## src/rtl/uart_rx.sv

```systemverilog
`default_nettype none
// ============================================================================
// Module   : uart_rx
// Purpose  : 8N1 UART receiver. Synchronizes the asynchronous rx line,
//            qualifies the start bit at half a bit period, samples each data
//            bit at mid-bit (LSB first) and reports the byte with a one-cycle
//            valid strobe, or a one-cycle frame_err strobe if the stop bit is
//            sampled low.
// Ports    : clk        - system clock, rising edge
//            reset      - synchronous, active-high reset
//            rx         - asynchronous serial input, idle high
//            data[7:0]  - last accepted byte, held until the next valid
//            valid      - one-cycle strobe, data updated
//            busy       - high from start detection until back in IDLE
//            frame_err  - one-cycle strobe, stop bit sampled low
//            parity_err - (UART_RX_PARITY_EN only) one-cycle strobe, even
//                         parity check failed
// Options  : `define UART_RX_PARITY_EN to receive 8E1 frames instead of 8N1.
// Revision : 1.0 - initial release
// ============================================================================
module uart_rx #(
    parameter int CLKS_PER_BIT = 434,
    parameter int SYNC_STAGES  = 2
) (
    input  logic       clk,
    input  logic       reset,
    input  logic       rx,
    output logic [7:0] data,
    output logic       valid,
    output logic       busy,
`ifdef UART_RX_PARITY_EN
    output logic       parity_err,
`endif
    output logic       frame_err
);

    localparam int c_CNT_W = $clog2(CLKS_PER_BIT);

    localparam logic [c_CNT_W-1:0] c_LAST    = c_CNT_W'(CLKS_PER_BIT - 1);
    localparam logic [c_CNT_W-1:0] c_HALF_M1 = c_CNT_W'(CLKS_PER_BIT / 2 - 1);

    localparam logic [2:0] c_ST_IDLE   = 3'd0;
    localparam logic [2:0] c_ST_START  = 3'd1;
    localparam logic [2:0] c_ST_DATA   = 3'd2;
    localparam logic [2:0] c_ST_STOP   = 3'd3;
`ifdef UART_RX_PARITY_EN
    localparam logic [2:0] c_ST_PARITY = 3'd4;
`endif

    logic [SYNC_STAGES-1:0] r_sync;
    logic                   w_rx_s;
    logic [2:0]             r_state;
    logic [c_CNT_W-1:0]     r_cnt;
    logic [2:0]             r_bit_idx;
    logic [7:0]             r_shift;
    logic [7:0]             r_data;
    logic                   r_valid;
    logic                   r_busy;
    logic                   r_frame_err;
    logic                   w_accept;
`ifdef UART_RX_PARITY_EN
    logic                   r_par;
    logic                   r_parity_err;
    logic                   w_par_ok;
`endif

    // Synchronizer presets to the idle level so reset never looks like a start
    always_ff @(posedge clk) begin
        if (reset) begin
            r_sync <= '1;
        end else begin
            r_sync <= {r_sync[SYNC_STAGES-2:0], rx};
        end
    end

    assign w_rx_s = r_sync[SYNC_STAGES-1];

`ifdef UART_RX_PARITY_EN
    // Even parity: the eight data bits plus the parity bit XOR to zero
    assign w_par_ok = ~(^{r_shift, r_par});
    assign w_accept = w_rx_s & w_par_ok;
`else
    assign w_accept = w_rx_s;
`endif

    always_ff @(posedge clk) begin
        if (reset) begin
            r_state      <= c_ST_IDLE;
            r_cnt        <= '0;
            r_bit_idx    <= 3'd0;
            r_shift      <= 8'h00;
            r_data       <= 8'h00;
            r_valid      <= 1'b0;
            r_busy       <= 1'b0;
            r_frame_err  <= 1'b0;
`ifdef UART_RX_PARITY_EN
            r_par        <= 1'b0;
            r_parity_err <= 1'b0;
`endif
        end else begin
            // Strobes are single-cycle by default
            r_valid      <= 1'b0;
            r_frame_err  <= 1'b0;
`ifdef UART_RX_PARITY_EN
            r_parity_err <= 1'b0;
`endif
            case (r_state)
                c_ST_IDLE: begin
                    r_busy <= 1'b0;
                    if (!w_rx_s) begin
                        r_state <= c_ST_START;
                        r_cnt   <= '0;
                        r_busy  <= 1'b1;
                    end
                end

                c_ST_START: begin
                    // Line must still be low at mid start bit, else it was a glitch
                    if (r_cnt == c_HALF_M1) begin
                        if (w_rx_s) begin
                            r_state <= c_ST_IDLE;
                            r_busy  <= 1'b0;
                        end else begin
                            r_state   <= c_ST_DATA;
                            r_cnt     <= '0;
                            r_bit_idx <= 3'd0;
                        end
                    end else begin
                        r_cnt <= r_cnt + 1'b1;
                    end
                end

                c_ST_DATA: begin
                    if (r_cnt == c_LAST) begin
                        r_shift[r_bit_idx] <= w_rx_s;
                        r_cnt              <= '0;
                        r_bit_idx          <= r_bit_idx + 3'd1;
                        if (r_bit_idx == 3'd7) begin
`ifdef UART_RX_PARITY_EN
                            r_state <= c_ST_PARITY;
`else
                            r_state <= c_ST_STOP;
`endif
                        end
                    end else begin
                        r_cnt <= r_cnt + 1'b1;
                    end
                end

`ifdef UART_RX_PARITY_EN
                c_ST_PARITY: begin
                    if (r_cnt == c_LAST) begin
                        r_par   <= w_rx_s;
                        r_cnt   <= '0;
                        r_state <= c_ST_STOP;
                    end else begin
                        r_cnt <= r_cnt + 1'b1;
                    end
                end
`endif

                c_ST_STOP: begin
                    // Decide at mid stop bit so a back-to-back start edge is caught
                    if (r_cnt == c_LAST) begin
                        if (w_accept) begin
                            r_data  <= r_shift;
                            r_valid <= 1'b1;
                        end
                        r_frame_err <= ~w_rx_s;
`ifdef UART_RX_PARITY_EN
                        r_parity_err <= ~w_par_ok;
`endif
                        r_cnt   <= '0;
                        r_busy  <= 1'b0;
                        r_state <= c_ST_IDLE;
                    end else begin
                        r_cnt <= r_cnt + 1'b1;
                    end
                end

                default: begin
                    r_state <= c_ST_IDLE;
                    r_busy  <= 1'b0;
                    r_cnt   <= '0;
                end
            endcase
        end
    end

    assign data      = r_data;
    assign valid     = r_valid;
    assign busy      = r_busy;
    assign frame_err = r_frame_err;
`ifdef UART_RX_PARITY_EN
    assign parity_err = r_parity_err;
`endif

endmodule
`default_nettype wire

```

## config.mk

```make
export PLATFORM = sky130hd
export DESIGN_NAME = uart_rx
export DESIGN_NICKNAME = d
export VERILOG_FILES = /design/src/rtl/uart_rx.sv
export SDC_FILE = /design/constraint.sdc
export NUM_CORES = 1
export LEC_CHECK = 0
export BUFFER_PORTS_ARGS = -buffer_cell sky130_fd_sc_hd__buf_2
export CORE_AREA = 8 8 50 92
export CTS_BUF_LIST = sky130_fd_sc_hd__clkbuf_2 sky130_fd_sc_hd__clkbuf_4 sky130_fd_sc_hd__clkbuf_8
export CTS_CLUSTER_DIAMETER = 30
export DETAILED_ROUTE_END_ITERATION = 10
export DIE_AREA = 0 0 58 100
export GPL_TIMING_DRIVEN = 1
export PLACE_DENSITY_LB_ADDON = 0.1
export SLEW_MARGIN = 40
export SYNTH_ARGS = -nofsm -noshare
export SYNTH_HDL_FRONTEND = slang
export SYNTH_SLANG_ARGS = --single-unit
export TNS_END_PERCENT = 50
```

## constraint.sdc

```tcl
create_clock -name clk -period 3.5 [get_ports clk]
set_input_delay 0.175 -clock clk [delete_from_list [all_inputs] [get_ports clk]]
set_output_delay 0.175 -clock clk [all_outputs]
set_load 0.03 [all_outputs]
```

# --- Yosys cells after proc, flatten, opt, wreduce, memory -nomap -nowiden ---
# Cells that the tools add are included.
totals:
  register_bits: 36
  inputBits: 3
  output_inout_bits: 11
  elab_cells: 64
classes:
  add_sub_neg: 2
  order_cmp: 2
  eq_ne: 13
  n_mux: 24
  bitwise: 4
  reduce_logical: 10
ops:
  columns: ["op", "count"]
  rows:
  - ["$mux 9", 3]
  - ["$pmux 9 s3", 1]
  - ["$mux 3", 8]
  - ["$ne 2x2->1 const B", 7]
  - ["$pmux 3 s4", 1]
  - ["$add 9x1->9 const B", 1]
  - ["$eq 9x8->1 const B", 1]
  - ["$eq 9x9->1 const B", 1]
  - ["$bwmux 8", 1]
  - ["$reduce_and 4->1", 2]
  - ["$eq 3x2->1 const B", 2]
  - ["$mux 1", 6]
  - ["$pmux 3 s2", 1]
  - ["$reduce_and 5->1", 1]
  - ["$lt 3x4->1 const B", 1]
  - ["$not 1->1", 4]
  - ["$pmux 1 s4", 1]
  - ["$add 3x1->3 const B", 1]
  - ["$demux 1 s3", 1]
  - ["$eq 3x1->1 const B", 1]
  - ["$eq 3x3->1 const B", 1]
  - ["$ge 3x1->1 const B", 1]
  - ["$logic_not 3->1", 1]
  - ["$reduce_and 3->1", 1]
  - ["other kinds (6)", 6]

# --- Logic depth before layout (Yosys ltp) ---
# Gate-level depths: netlist of the first run.
depth:
  ltp_word: 5
  ltp_mapped: 7
  depth_no_buf: 7

# --- Worst setup path before layout of the first run ---
# Ideal clock, no wire load.
synth_timing:
  path_type: "register to register"
  from: "reg r_cnt[0]"
  to: "reg r_cnt[6]"
  setup_time_ps: 120
  arrival_ps: 1517
  required_time_ps: 3380
  slack_ps: 1863
  path_stages_with_launch: 7
  n_path_buf: 0
  period_less_slack_ps: 1637
  path_cell_list: "dfxtp_1 -> ha_1 -> nand4bb_2 -> nor3_4 -> a211o_4 -> nor3_1 -> a211o_1"
synth_between:
  elab_chain_cells: 3
  word_cells_on_any_way: 6
  cone_classes: "1 x add/sub; 2 x eq/ne; 3 x mux"
synth_lines:
  columns: ["item", "line_no", "rtl"]
  rows:
  - ["start, declared", "53", "logic [c_CNT_W-1:0] r_cnt;"]
  - ["start signal, assigned", "129", "r_cnt <= r_cnt + 1'b1;"]
  - ["start signal, assigned", "146", "r_cnt <= r_cnt + 1'b1;"]
  - ["start signal, assigned", "177", "r_cnt <= r_cnt + 1'b1;"]
  - ["$add 9x1->9, or another cell as far along", "129, 146, 177", null]
  - ["$mux 9 (on tied branches)", "134, 164, 119", null]
  - ["$pmux 9 s3 *", "107", "case (r_state)"]
# Mark *: on every way between the ends. The rest lies on a longest branch, timed or not.
# A chain may end at the register's enable or synchronous reset.

# --- Worst setup path after layout of the first run ---
# Ends and elaborated chain as after synthesis.

==> results of run 1 <==
==> critical path, stage by stage, from the launching register on <==
cell	delay (ns)
dfxtp_1	0.47
ha_1	0.26
nand4bb_2	0.16
nor3_4	0.38
a211o_4	0.21
nor3_1	0.06
a211o_1	0.27
==> power by group through the flow <==
stage,Sequential [mW],Combinational [mW],Clock (mW)
floorplan,0.416,0.0281,0
global placement,0.418,0.0336,0
detailed placement,0.418,0.0344,0
CTS,0.409,0.0344,0.381
global route,0.410,0.0382,0.400
finish,0.410,0.0342,0.371
==> metal layers <==
| metal | vias up | wire, um |
|---|---|---|
| li1 | 683 | - |
| met1 | 662 | 1420 |
| met2 | 29 | 2060 |
| met3 | 11 | 84 |
| met4 | 0 | 123 |
| met5 | - | 0 |
==> layout by cell type (no fill, tap or decap), drive strengths merged, types with 2 or more instances in the layout <==
master	Yosys	final
a211o	2	2
a211oi	3	3
a21oi	4	4
a31oi	3	3
a32oi	2	2
and2	4	4
buf	4	14
clkbuf	8	6
clkinv	1	2
dfxtp	35	35
ha	5	5
inv	4	4
mux2i	16	16
nand2	11	11
nand3	10	10
nand3b	2	2
nand4b	4	4
nand4bb	3	3
nor2	28	28
nor3	6	6
nor3b	5	5
o211ai	2	2
o21a	2	2
o21ai	3	3
o2bb2ai	2	2
or2	2	2
xor2	2	2
==> logic make-up after synthesis <==
| family | share of synthesized area |
|---|---|
| AO/OA/AOI/OAI | 0.108 |
| multiplexers | 0.0914 |
| buffers and inverters | 0.0450 |
| flip-flops | 0.400 |
| AND/OR/NAND/NOR | 0.305 |
| adder cells (fa/ha/maj) | 0.0357 |
| XOR/XNOR | 0.0150 |
==> cell type report <==
type	instances	area (um2)	area share
Clock inverter	2	35.0	0.0182
Tap cell	32	40.0	0.0208
Timing Repair Buffer	14	72.6	0.0376
Multi-Input combinational cell	134	973	0.505
Sequential cell	35	701	0.363
Clock buffer	6	82.6	0.0428
Inverter	5	23.8	0.0123
==> metrics by stage <==
step	cells	setup slack, ns	utilization	hold WS, ns
floorplan	186	1.86	-	0.279
global placement	220	1.71	0.536	0.359
detailed placement	220	1.61	0.536	0.360
CTS	228	1.58	0.571	0.0626
global route	228	1.41	0.571	0.0793
finish	228	1.58	0.571	0.0700
==> flip-flops by register name (all words and copies together) (netlist names) <==
register	flops
r_sync	2
r_state	2
r_shift	8
r_bit_idx	3
r_cnt	9
frame_err	1
data	8
busy	1
valid	1
==> worst max-delay path by stage <==
stage	slack (ns)	cells past startpoint	to	from
6_report	1.58	6	r_cnt[6]$_SDFF_PP0_	r_cnt[0]$_SDFF_PP0_
4_1_cts	1.58	6	data[1]$_SDFFE_PP0P_	r_cnt[0]$_SDFF_PP0_
3_5_place_dp	1.61	6	data[1]$_SDFFE_PP0P_	r_cnt[0]$_SDFF_PP0_
5_1_grt	1.41	6	data[3]$_SDFFE_PP0P_	r_cnt[0]$_SDFF_PP0_
2_1_floorplan	1.86	6	r_cnt[6]$_SDFF_PP0_	r_cnt[0]$_SDFF_PP0_
3_3_place_gp	1.71	6	data[0]$_SDFFE_PP0P_	r_cnt[0]$_SDFF_PP0_
==> reports/metrics.csv, run 1 <==
metric;value;unit
hpwlAfterDp;2690;um
first_pass_iters;4;
worstMarginPinSlew;0.560;ns
cts_made_buffers;5;
yosysTopAreaCell;dfxtp_1;
total_power;815;uW
fp.dieArea;0.00580;mm2
gr-usage-met1;0.133;
max_freq;521;MHz
routabilityCongestion;0.818;
antenna_found_initial;0;
ys_seq_area_frac;0.400;
r2r_cells;6;
grt_usage;0.134;
p_clk_frac;0.455;
postRouteAntennaNets;0;
ir_drop;0.354;mV
use_met2;0.243;
routed_wl;3700;um
cts_buffer_depth;2;
nets;203;
syn2layout_area_growth;9.99;%
ys_ff_latch;35;
min_period;1.92;ns
synth_edf_count;0;
swShare;0.207;
layout-drive-gt1-share;0.194;
nFillCells;308;
yosysMostFrequentCell;dfxtp_1;
syn-cell-area;0.00175;mm2
dieHeight;100;um
setup_viol;0;
drt_iter0_markers;17;
slew_viol_final;0;
p_per_area;423;mW/mm2
grt_pass1_wl;6170;um
start_util;0.519;
clock_sinks;35;
cts_root_buf;clkbuf_8;
min_period_over_period;0.548;
maxCapViolCount;0;
min_to;r_sync[0]$_SDFF_PP1_;
grt_max_degree;34;
cp_max_fo;10;
hp-start;rx;
netlist_top_cells_area;dfxtp_1 40%, mux2i_1 9.1%, nor2_1 6.0%;
setup_tns;0;ns
avgSynthCellArea;9.42;um2
r2r_start;r_cnt[0]$_SDFF_PP0_;
skew;0.00482;ns
cts_hold_buffers;0;
htree_levels;2;
fp.coreArea;0.00338;mm2
syn_inst;186;
vias;1385;
path_clk_slew;0.07;ns
synthFlopType;dfxtp_1;
holdPathStages;2;
hold_path.class;in2reg;
synth_cell_type_count;52;
p_sw;168;uW
criticalPathCategory;reg2reg;
grt.overflow.total;0;
yosysTopAreaCellShare;0.400;
worstSetupStartpointType;flip-flop;
numPortBuffers;13;
cts_tree;built;
clk_latency;0.28;ns
die_w;58;um
synth_warnings;0;
hold_viol;0;
p_int;647;uW
outcome;finished, final reports clean;
cp.arrival;2.09;ns
power_leakage;0.830;nW
final_area;0.00193;mm2
busiest_layer;met2;
n_antenna_cell;0;
cp-end-kind;flip-flop;
grt_pass1_vias;1373;
cp.required;3.68;ns
seq_power_share;0.503;
ff2ff_setup_slack;1.58;ns
r2r_end;r_cnt[6]$_SDFF_PP0_;
vias_per_cell;6.07;
post_cts_buffers;0;
async_reset_ff_frac;0;
relSlewSlack;0.626;
drc_errors;0;
combPwrFrac;0.042;
cts.repair.resized;0;
met3_usage;0.0308;
place_area;0.00181;mm2
syn-num-nets;194;
routedWlPerCell;16.2;um
io_pins;14;
rows;30;
rsz0062_at_grt;false;
synthTopCellsByCount;35 x dfxtp_1, 28 x nor2_1, 16 x mux2i_1;
Note: power is estimated with default switching activity, not from simulation.
==> run 2, diff against run 1 <==
==> constraint.sdc (replaced) <==
create_clock -name clk -period 2 [get_ports clk]
set_input_delay 0.1 -clock clk [delete_from_list [all_inputs] [get_ports clk]]
set_output_delay 0.1 -clock clk [all_outputs]
set_load 0.03 [all_outputs]
==> reports/metrics.csv, run 2 (same netlist as run 1, synthesis figures left out) <==
metric;value;unit
clk_latency;0.29;ns
syn2layout_area_growth;10.1;%
final_common_cell;dfxtp_1;
skew;0.00312;ns
max_freq;550;MHz
layout-drive-gt1-share;0.201;
die_w;58;um
layout_common_cells;35 x dfxtp_1, 28 x nor2_1, 16 x mux2i_1;
cp.arrival;2.00;ns
hpwlAfterDp;2760;um
fp.dieArea;0.00580;mm2
hold_viol;0;
cts_root_buf;clkbuf_8;
first_pass_iters;4;
cp-end-kind;flip-flop;
n_antenna_cell;0;
grt_pass1_vias;1446;
clock_sinks;35;
routabilityCongestion;0.818;
grt_max_degree;31;
grt_usage;0.146;
hold_path.class;in2reg;
setup_viol;0;
cts_buffer_depth;2;
path_clk_slew;0.07;ns
ff2ff_setup_slack;0.18;ns
cts_made_buffers;5;
vias_per_cell;5.92;
largest_register;r_cnt;
p_per_area;672;mW/mm2
min_period;1.82;ns
hold_slack;0.196;ns
nets;207;
post-route-util;0.571;
cp_max_fo;10;
drt_iter0_markers;15;
outcome;finished, final reports clean;
criticalPathCategory;reg2reg;
rsz0062_at_grt;false;
r2r_start;r_cnt[1]$_SDFF_PP0_;
r2r_cells;7;
fp.coreArea;0.00338;mm2
maxCapViolCount;0;
routed_wl;3810;um
grt.overflow.total;0;
io_pins;14;
worstMarginPinSlew;0.428;ns
relSlewSlack;0.714;
htree_levels;2;
postRouteAntennaNets;0;
routedWlPerCell;16.5;um
critPathLaunch;r_cnt[1]$_SDFF_PP0_;
start_util;0.519;
min_period_over_period;0.909;
numPortBuffers;13;
largest_reg_flops;9;
grt_pass1_wl;6600;um
setup_tns;0;ns
slew_viol_final;0;
rows;30;
power_leakage;0.836;nW
dieHeight;100;um
cp.required;2.18;ns
antenna_found_initial;0;
worstSetupStartpointType;flip-flop;
ir_drop;0.440;mV
cts_tree;built;
vias;1368;
endpoint;r_cnt[6]$_SDFF_PP0_;
r2r_end;r_cnt[6]$_SDFF_PP0_;
drc_errors;0;
## run 2: cell types whose count changed in the layout (fill, tap and decap cells not counted)
cell / before / now
buf_4: 1 / 4
bufinv_16: 1 / 0
dlygate4sd3_1: 0 / 1
## run 2: worst min-delay path by stage
| stage | from | end | slack, ns | depth (start not counted) |
|---|---|---|---|---|
| finish | reset | r_cnt[8]$_SDFF_PP0_ | 0.20 | 3 |
| global route | reset | r_cnt[3]$_SDFF_PP0_ | 0.21 | 3 |
| CTS | reset | r_cnt[8]$_SDFF_PP0_ | 0.19 | 3 |
| detailed placement | rx | r_sync[0]$_SDFF_PP1_ | 0.29 | 2 |
| global placement | rx | r_sync[0]$_SDFF_PP1_ | 0.28 | 2 |
| floorplan | rx | r_sync[0]$_SDFF_PP1_ | 0.20 | 1 |
## run 2: repair_timing
action / 4_1_cts / 5_1_grt
hold buffers: 1 / 0
gates resized for setup: 0 / 0
buffers inserted: 0 / 0
endpoints found under the hold margin: 1 / 0
## run 2: worst max-delay path: stages, from the launching register on
cell,delay (ns)
dfxtp_1,0.35
inv_1,0.09
ha_1,0.20
nand4bb_2,0.15
nor3_4,0.36
a211o_4,0.21
nor3_1,0.06
a211o_1,0.28
## run 2: stage by stage
stage	total power [mW]	instances	instance area, um2	setup WS (ns)
after global placement	0.794	223	1830	0.258
final	1.30	231	1930	0.183
after detailed placement	0.796	223	1830	0.198
after CTS	1.31	231	1930	0.189
after floorplan	0.777	186	1750	0.363
after global routing	1.35	231	1930	0.0404
## run 2: power by group
part | total, mW | internal, mW | switching [mW]
clock | 0.516 | 0.270 | 0.246
sequential | 0.717 | 0.705 | 0.0120
combinational | 0.0651 | 0.0281 | 0.0370
total | 1.30 | 1.00 | 0.295
## run 2: layout make-up
type,count,area [um2]
clock buffer,6,82.6
clock inverter,1,5.00
fill,312,1450
inverter,5,23.8
multi-input combinational,134,973
sequential,35,701
tap,32,40.0
timing repair buffer,18,105
## run 2: layer usage
metal	up-vias	wire (um)	GRT usage
met1	637	1480	0.136
met2	30	2050	0.261
met3	14	116	0.0359
li1	687	-	-
met4	0	163	0.106
met5	-	0	0
==> run 3, diff against run 2 <==
--- a/config.mk
+++ b/config.mk
@@ -12,6 +12,7 @@
 export DETAILED_ROUTE_END_ITERATION = 10
 export DIE_AREA = 0 0 58 100
 export GPL_TIMING_DRIVEN = 1
+export MAX_ROUTING_LAYER = met4
 export PLACE_DENSITY_LB_ADDON = 0.1
 export SLEW_MARGIN = 40
 export SYNTH_ARGS = -nofsm -noshare
==> constraint.sdc (replaced) <==
create_clock -name clk -period 1.7 [get_ports clk]
set_input_delay 0.085 -clock clk [delete_from_list [all_inputs] [get_ports clk]]
set_output_delay 0.085 -clock clk [all_outputs]
set_load 0.03 [all_outputs]
==> reports/metrics.csv, run 3 (same netlist as run 1, synthesis figures left out) <==
metric;value;unit
outcome;finished, final reports clean;
fp.dieArea;0.00580;mm2
die_w;58;um
n_antenna_cell;0;
io_pins;14;
first_pass_iters;4;
p_per_area;789;mW/mm2
ff2ff_setup_slack;0.06;ns
routedWlPerCell;16.4;um
path_clk_slew;0.07;ns
crit_chain;nand4b_1 -> o21ai_4 -> a211o_4 -> nor3_1 -> a211o_1;
layout.cells.non_filler;248;
min_to;r_cnt[8]$_SDFF_PP0_;
vias;1458;
max_freq;611;MHz
nets;223;
hp-start;reset;
criticalPathCategory;reg2reg;
cp.arrival;1.82;ns
max_stage_delay;0.38;ns
cp.required;1.88;ns
routed_wl;4070;um
htree_levels;2;
min_period;1.64;ns
cts_root_buf;clkbuf_8;
syn2layout_area_growth;21.6;%
dp.cells;233;
grt_pass1_vias;1434;
cp-end-kind;flip-flop;
ir_drop;0.670;mV
grt_usage;0.155;
cts_buffer_depth;2;
clk_latency;0.29;ns
vias_per_cell;5.88;
fp.coreArea;0.00338;mm2
skew;0.00577;ns
power_leakage;0.932;nW
drc_errors;0;
relSlewSlack;0.732;
grt_pass1_wl;6820;um
holdPathStages;3;
slew_viol_final;0;
drt_iter0_markers;16;
r2r_start;r_cnt[2]$_SDFF_PP0_;
r2r_cells;5;
largest_reg_flops;9;
setup_tns;0;ns
antenna_found_initial;0;
rows;30;
postRouteAntennaNets;0;
hpwlAfterDp;2970;um
crit_buf_inv;0;
crit_slowest_cell;dfxtp_1;
numPortBuffers;13;
clock_sinks;35;
setup_viol;0;
hold_viol;0;
routabilityCongestion;0.869;
worstMarginPinSlew;0.402;ns
r2r_end;r_cnt[6]$_SDFF_PP0_;
hold_path.class;in2reg;
layout_common_cells;31 x dfxtp_1, 28 x nor2_1, 20 x buf_4;
critPathTopFamily;compound AO/OA/AOI/OAI gates;
start_util;0.519;
grt.overflow.total;0;
dieHeight;100;um
min_period_over_period;0.963;
cts_made_buffers;5;
final_common_cell;dfxtp_1;
maxCapViolCount;0;
grt_max_degree;30;
cts_tree;built;
cp_max_fo;9;
worstSetupStartpointType;flip-flop;
layout-drive-gt1-share;0.310;
largest_register;r_cnt;
[run 3: what timing repair did]
| item | 4_1_cts | 5_1_grt |
|---|---|---|
| hold buffers | 1 | 0 |
| gates resized for setup | 1 | 12 |
| hold endpoints to repair | 1 | 0 |
| endpoints found under the setup margin | 12 | 28 |
| setup buffers | 3 | 3 |
| pin swaps | 2 | 3 |
[run 3: layer usage]
layer,vias to the layer above,track usage,wire length (um)
li1,724,-,-
met1,708,0.138,1510
met4,0,0.0817,131
met5,-,-,0
met2,15,0.292,2350
met3,11,0.0282,82
[run 3: report_power, final]
group	switching, mW	internal (mW)
registers	0.0103	0.828
logic	0.0510	0.0424
clock network	0.314	0.436
total	0.375	1.31
[run 3: how the worst max path moves through the flow]
stage                   startpoint                       to  slack [ns]  cells past startpoint
2_1_floorplan  r_cnt[0]$_SDFF_PP0_      r_cnt[6]$_SDFF_PP0_        0.06                      6
3_3_place_gp   r_cnt[0]$_SDFF_PP0_     data[2]$_SDFFE_PP0P_        0.02                      6
3_5_place_dp   r_cnt[0]$_SDFF_PP0_     data[1]$_SDFFE_PP0P_       -0.04                      6
4_1_cts        r_cnt[0]$_SDFF_PP0_  r_shift[4]$_SDFFE_PP0P_       0.004                      7
5_1_grt        r_cnt[2]$_SDFF_PP0_      r_cnt[6]$_SDFF_PP0_       -0.02                      5
6_report       r_cnt[2]$_SDFF_PP0_      r_cnt[6]$_SDFF_PP0_        0.06                      5
[run 3: cell type report]
type	instances	area, um2
Tap cell	32	40.0
Fill cell	298	1250
Timing Repair Buffer	34	225
Sequential cell	35	708
Multi-Input combinational cell	134	1020
Clock inverter	3	43.8
Inverter	5	23.8
Clock buffer	5	68.8
[run 3: worst reg2reg max path, cell delays in order, from the launching register on]
cell,delay [ns]
dfxtp_1,0.38
nand4b_1,0.33
o21ai_4,0.30
a211o_4,0.21
nor3_1,0.06
a211o_1,0.26
[run 3: through the flow]
step	total power, mW	area [um2]	util	setup slack [ns]	hold slack (ns)
after detailed placement	0.940	1910	0.565	-0.0350	0.272
after CTS	1.69	2060	0.609	0.00405	0.140
after floorplan	0.914	1750	-	0.0631	0.189
after global placement	0.938	1910	0.565	0.0235	0.269
after global routing	1.73	2130	0.631	-0.0197	0.191
final	1.68	2130	0.631	0.0631	0.148
